==> src/rtl/kvs_mem_arbiter.sv <==
// Round-robin arbiter sharing one byte-wide key/value memory port between the
// SET writer (requester 0) and the GET reader (requester 1), one burst at a time.
module kvs_mem_arbiter #(
   parameter int RD_LAT = 1,
   parameter int ADDR_W = 17,
   parameter int LEN_W  = 11
) (
   input  logic                gtx_clk,
   input  logic                sys_rst,
   input  logic [1:0]          req,
   input  logic [1:0]          we,
   input  logic [2*ADDR_W-1:0] addr,
   input  logic [2*LEN_W-1:0]  len,
   input  logic [15:0]         wdata,
   output logic [1:0]          data_rd,
   output logic [1:0]          grant,
   output logic [7:0]          rdata,
   output logic [1:0]          rvalid,
   output logic [1:0]          done,
   output logic [ADDR_W-1:0]   mem_address,
   output logic [7:0]          mem_data,
   output logic                mem_wr_en,
   input  logic [7:0]          mem_q
);

   typedef enum logic [1:0] {IDLE, BURST, DRAIN, DONE} state_t;

   state_t              state;
   state_t              state_nxt;
   logic                rr_last;
   logic                cur_id;
   logic                cur_we;
   logic [ADDR_W-1:0]   cur_addr;
   logic [LEN_W-1:0]    remaining;
   logic [RD_LAT:0]     pipe_v;
   logic [RD_LAT:0]     pipe_id;

   logic                sel_id;
   logic                start;
   logic                sel_we;
   logic [ADDR_W-1:0]   sel_addr;
   logic [LEN_W-1:0]    sel_len;
   logic [7:0]          cur_wdata;
   logic                push;

   // Request selection; done still high means the previous burst is just
   // closing, so that cycle is deliberately skipped.
   always_comb begin
      sel_id    = (req == 2'b11) ? ~rr_last : req[1];
      start     = (state == IDLE) && (req != 2'b00) && (done == 2'b00);
      sel_we    = sel_id ? we[1] : we[0];
      sel_addr  = sel_id ? addr[2*ADDR_W-1:ADDR_W] : addr[ADDR_W-1:0];
      sel_len   = sel_id ? len[2*LEN_W-1:LEN_W] : len[LEN_W-1:0];
      cur_wdata = cur_id ? wdata[15:8] : wdata[7:0];
      push      = (state == BURST) && !cur_we;
   end

   always_comb begin
      state_nxt = state;
      data_rd   = 2'b00;
      case (state)
         IDLE: begin
            if (start) begin
               state_nxt = (sel_len == '0) ? DONE : BURST;
            end
         end
         BURST: begin
            if (cur_we) begin
               data_rd[cur_id] = 1'b1;
            end
            if (remaining == LEN_W'(1)) begin
               state_nxt = cur_we ? DONE : DRAIN;
            end
         end
         DRAIN: begin
            // Leave once only the final stage is occupied: the last rvalid
            // then lands in the DONE cycle.
            if (pipe_v[RD_LAT-1:0] == '0) begin
               state_nxt = DONE;
            end
         end
         DONE: begin
            state_nxt = IDLE;
         end
         default: begin
            state_nxt = IDLE;
         end
      endcase
   end

   always_ff @(posedge gtx_clk or posedge sys_rst) begin
      if (sys_rst) begin
         state <= IDLE;
      end else begin
         state <= state_nxt;
      end
   end

   always_ff @(posedge gtx_clk or posedge sys_rst) begin
      if (sys_rst) begin
         rr_last     <= 1'b1;
         cur_id      <= 1'b0;
         cur_we      <= 1'b0;
         cur_addr    <= '0;
         remaining   <= '0;
         pipe_v      <= '0;
         pipe_id     <= '0;
         grant       <= 2'b00;
         done        <= 2'b00;
         rvalid      <= 2'b00;
         rdata       <= 8'h00;
         mem_address <= '0;
         mem_data    <= 8'h00;
         mem_wr_en   <= 1'b0;
      end else begin
         mem_wr_en <= 1'b0;
         done      <= 2'b00;
         rvalid    <= 2'b00;
         pipe_v    <= {pipe_v[RD_LAT-1:0], push};
         pipe_id   <= {pipe_id[RD_LAT-1:0], cur_id};
         if (pipe_v[RD_LAT]) begin
            rvalid[pipe_id[RD_LAT]] <= 1'b1;
            rdata                   <= mem_q;
         end
         case (state)
            IDLE: begin
               if (start) begin
                  cur_id    <= sel_id;
                  cur_we    <= sel_we;
                  cur_addr  <= sel_addr;
                  remaining <= sel_len;
                  grant     <= sel_id ? 2'b10 : 2'b01;
               end
            end
            BURST: begin
               mem_address <= cur_addr;
               cur_addr    <= cur_addr + 1'b1;
               remaining   <= remaining - 1'b1;
               if (cur_we) begin
                  mem_wr_en <= 1'b1;
                  mem_data  <= cur_wdata;
               end
            end
            DONE: begin
               done    <= cur_id ? 2'b10 : 2'b01;
               grant   <= 2'b00;
               rr_last <= cur_id;
            end
            default: begin
            end
         endcase
      end
   end

endmodule

==> config.mk <==
export PLATFORM = sky130hd
export DESIGN_NAME = kvs_mem_arbiter
export DESIGN_NICKNAME = d
export VERILOG_FILES = /design/src/rtl/kvs_mem_arbiter.sv
export SDC_FILE = /design/constraint.sdc
export NUM_CORES = 1
export LEC_CHECK = 0
export CAP_MARGIN = 0
export CORE_MARGIN = 1
export CORE_UTILIZATION = 45
export CTS_BUF_LIST = sky130_fd_sc_hd__clkbuf_16
export CTS_CLUSTER_SIZE = 12
export DETAILED_ROUTE_END_ITERATION = 16
export PLACE_DENSITY_LB_ADDON = 0.1
export SLEW_MARGIN = 15
export SYNTH_ARGS = -nofsm -noshare
export SYNTH_HDL_FRONTEND = slang
export SYNTH_SLANG_ARGS = --single-unit
==> constraint.sdc <==
create_clock -name gtx_clk -period 3.4 [get_ports gtx_clk]
set_clock_uncertainty 0.05 [all_clocks]
set_input_delay 0.68 -clock gtx_clk [delete_from_list [all_inputs] [get_ports gtx_clk]]
set_output_delay 0.68 -clock gtx_clk [all_outputs]
set_load 0.02 [all_outputs]
Word-level counts from Yosys, hierarchy flattened
Cells that the tools add are included.

cells by class
  add/subtract/negate cells = 2
  equality and inequality tests = 8
  bitwise operators = 1
  multiplexer cells = 29
  reductions and logical operators = 17
  $lt $le $gt $ge = 4

operators by type and width
  kind                                                  count
  2-to-1 mux 17 bit                                     2
  case mux 17 bit (2 select lines)                      1
  2-to-1 mux 11 bit                                     2
  2-to-1 mux 2 bit                                      11
  case mux 11 bit (2 select lines)                      1
  adder 17 x 1 -> 17 bit, second input constant         1
  equality test 11 x 1 -> 1 bit, second input constant  1
  logical NOT 11 bit                                    1
  subtractor 11 x 1 -> 11 bit, second input constant    1
  2-to-1 mux 8 bit                                      1
  case mux 2 bit (4 select lines)                       1
  AND reduction 2 bit                                   4
  2-to-1 mux 1 bit                                      7
  equality test 2 bit, second input constant            3
  nonzero test 2 bit                                    3
  logical AND 1 bit                                     5
  logical NOT 2 bit                                     2
  < comparator 1 x 2 -> 1 bit, second input constant    2
  != test 2 bit, second input constant                  2
  case mux 2 bit (2 select lines)                       1
  AND reduction 3 bit                                   1
  demux 1 bit (select 1 bit)                            2
  equality test 2 x 1 -> 1 bit, second input constant   1
  >= comparator 1 bit, second input constant            2
  3 further kinds                                       3

word-level totals
  output and inout bits = 42
  flip-flop bits (word level) = 77
  word-level logic and storage cells = 76

Depth between registers and ports, before layout
  depth in word-level cells = 7
  depth in mapped cells = 9

Worst setup path before layout
OpenSTA, ideal clock, no wires.

  kind = register to output
  from = register state[1]
  to = output port data_rd[1]
  setup slack = 1126 ps
  arrival time = 1544 ps
  stages on the path, launching flop included = 7
  data required time = 2670 ps
  path through = dfrtp_1 inv_1 ha_1 buf_4 clkbuf_1 clkbuf_1 and3_1

between the ends
  cells in the longest elaborated chain, start to end = 2

RTL lines
  item                          RTL line  source
  start: declaration            28        state_t state;
  start signal: assignment      95        state <= state_nxt;
  equality test 2 x 1 -> 1 bit  61        case (state)
  2-to-1 mux 2 bit              61
  end: declaration              15        output logic [1:0] data_rd,

No other way between the ends.

Worst setup path after layout
  from = register state[1]
  to = output port data_rd[0]

Same word-level chain as after synthesis.

==> impl_metrics.json <==
{
  "whs_ps": 302,
  "worstSetupPathType": "reg -> out",
  "r2r_cells": 7,
  "power_mw": 5.45,
  "slowest_delay_ps": 610,
  "die_w_um": 98.0,
  "std_cell_rows": 34,
  "setup_slack_ps": 654,
  "postCtsSetupRepairBufs": 0,
  "synth.distinct_cells": 55,
  "peakVddDrop_mv": 0.453,
  "crit_chain": "inv_1 > ha_2 > nand2_1 > buf_4 > nor2_1 > clkdlybuf4s50_1",
  "postSynthAreaPerCell_um2": 9.95,
  "tightest_slew_ps": 774,
  "synthTopCellsByArea": "dfrtp_1, mux2_2, nand2_1, o21ai_0, mux2i_1",
  "grt_setup_unrepaired": "no",
  "dr.first_iter.drc_count": 241,
  "netlist_instances": 417,
  "cts_buffers": 9,
  "crit_required_ps": 2670,
  "hp-start": "pipe_id[0]",
  "synth_ff_type": "dfrtp_1",
  "grt_use_total": 0.233,
  "ctsLongestPathBuffers": 2,
  "report.final.hold_viol_count": 0,
  "critPathCaptureType": "output pin",
  "rr_endpoint": "remaining[8]",
  "wl_per_cell_um": 16.5,
  "ys_warn_count": 0,
  "vias": 3755,
  "grt_pass1_vias": 3690,
  "grt.overflow.total": 0,
  "hp-class": "reg -> reg",
  "crit_buf_inv": 3,
  "synth_enable_flop_cells": 0,
  "die-area_mm2": 0.00960,
  "layout_common_cells": "clkdlybuf4s50_1, dfrtp_1, nand2_1, o21ai_0, mux2_2",
  "seq_power_share": 0.332,
  "clockRootBuffer": "clkbuf_16",
  "placed_cell_area_mm2": 0.00552,
  "setup_violations": 0,
  "dpl_worst_slack_ps": 730,
  "cts_tree": "yes",
  "clk_latency_ps": 330,
  "wl_mm": 10.8,
  "pin_count": 128,
  "status": "complete, but fails checks",
  "grt_max_degree": 44,
  "utilization": 0.660,
  "drv_slew": 0,
  "place.gp.congestion": 0.853,
  "p_leak_nw": 2.42,
  "hold_buffers": 0,
  "vias_per_cell": 5.78,
  "hold_path_end": "pipe_id[1]",
  "power_density_mw_per_mm2": 938,
  "portBuffers": 127,
  "slowest_stage": "clkdlybuf4s50_1",
  "slew-limit-headroom": 0.482,
  "areaGrowthSynthToFinish_pct": 40.1,
  "ys_async_sr_fraction": 1.00,
  "detailedPlacementHpwl_mm": 7.39,
  "path_clk_slew_ps": 60,
  "die_h_um": 98.0,
  "power_frac_comb": 0.493,
  "timing.final.crit_share": 0.808,
  "crit_path_start": "state[1]",
  "cts_resized": 0,
  "r2r_start": "state[1]",
  "diodes": 0,
  "synth_area_mm2": 0.00415,
  "fin_tns_setup_ps": 0,
  "synth_seq_cells": 77,
  "crit_fanout": 18,
  "cp_data_arrival_time_ps": 2020,
  "pwr-share-clk": 0.175,
  "timing.fmax_mhz": 364,
  "drv_cap": 0,
  "coreArea_mm2": 0.00881,
  "fin_cells": 650,
  "fin_area_mm2": 0.00581,
  "drive_gt1_frac": 0.137,
  "r2r_slack_ps": 960,
  "fin_crit_ps": 2750,
  "ctsHtreeMaxLevel": 3,
  "crit_family": "buffers and inverters",
  "antenna_found_initial": 0,
  "antenna_left": 0,
  "violations": "design-rule violations",
  "grt_pass1_wl_mm": 17.8,
  "startpoint_type": "flop",
  "final_common_cell": "clkdlybuf4s50_1",
  "power.internal_mw": 3.25,
  "detail_route.first_pass.iterations": 11,
  "synth_top_area_share": 0.459,
  "finalNetCount": 630,
  "switching_power_mw": 2.21,
  "swShare": 0.405,
  "synth_nets": 510,
  "cts_sinks": 77,
  "drc_errors": 9,
  "yosys.area.top_type": "dfrtp_1",
  "start_util": 0.471,
  "hold_depth": 0,
  "ys_seq_area_frac": 0.465,
  "place_inst": 634
}
## worst max-delay path by stage
stage / to / cells past startpoint
after detailed placement: remaining[1] / 5
after global routing: data_rd[0] / 6
after global placement: cur_addr[14] / 5
final: data_rd[0] / 6
after floorplan: cur_addr[0] / 1
after CTS: data_rd[0] / 6
## per-layer routing
| metal | track usage | vias up | part of all wire |
|---|---|---|---|
| met5 | 0 | - | 0 |
| li1 | - | 1796 | - |
| met2 | 0.388 | 132 | 0.48 |
| met3 | 0.0387 | 13 | 0.061 |
| met4 | 0.0781 | 0 | 0.014 |
| met1 | 0.309 | 1814 | 0.44 |
## cells in the mapped netlist, drive strengths merged (7+ instances only)
cell type and instances:
dfrtp 76, nand2 54, o21ai 41, mux2 33
a21oi 24, clkbuf 17, inv 15, mux2i 14
a221o 12, buf 11, nand4 11, nor4 8
o22ai 8, o31ai 8, ha 7, nand3 7
or3 7
## sequential cells by signal (all words and copies together), names as in the netlist, 8 cells and up
| register | count |
|---|---|
| mem_address | 17 |
| rdata | 8 |
| remaining | 11 |
| mem_data | 8 |
| cur_addr | 17 |
## power by group through the flow
stage	Sequential (mW)	Combinational (mW)	Clock, mW
2_1_floorplan	1.94	1.59	0
3_3_place_gp	1.80	2.62	0
3_5_place_dp	1.81	2.67	0
4_1_cts	1.81	2.70	0.963
5_1_grt	1.88	2.95	1.01
6_report	1.81	2.69	0.953
## cell families (layout without fill, tap and decap cells)
logic type / after synthesis / after routing / synth area share
and+or+nand+nor: 121 / 121 / 0.152
AOI/OAI and AO/OA: 122 / 122 / 0.194
adders and majority gates: 7 / 7 / 0.0211
DFF: 77 / 77 / 0.465
muxes: 47 / 47 / 0.123
buffers and inverters: 43 / 168 / 0.0452
## final cells by class
cell class              count  area [um^2]
repair buffers            137         1360
inverters                  15         57.6
clock buffers               9          225
clock inverters             7         66.3
fillers                   742         3000
well taps                 108          135
flip-flops and latches     77         1930
multi-input cells         297         2040
## worst register-to-register path: cells and delay by family, from the launching register on
kind | cells | cell delay (ps)
buf+inv | 3 | 620
simple gates | 1 | 530
compound gates | 2 | 500
flops | 1 | 420
fa+ha+maj | 1 | 210
Note: power is estimated with default switching activity, not from simulation.
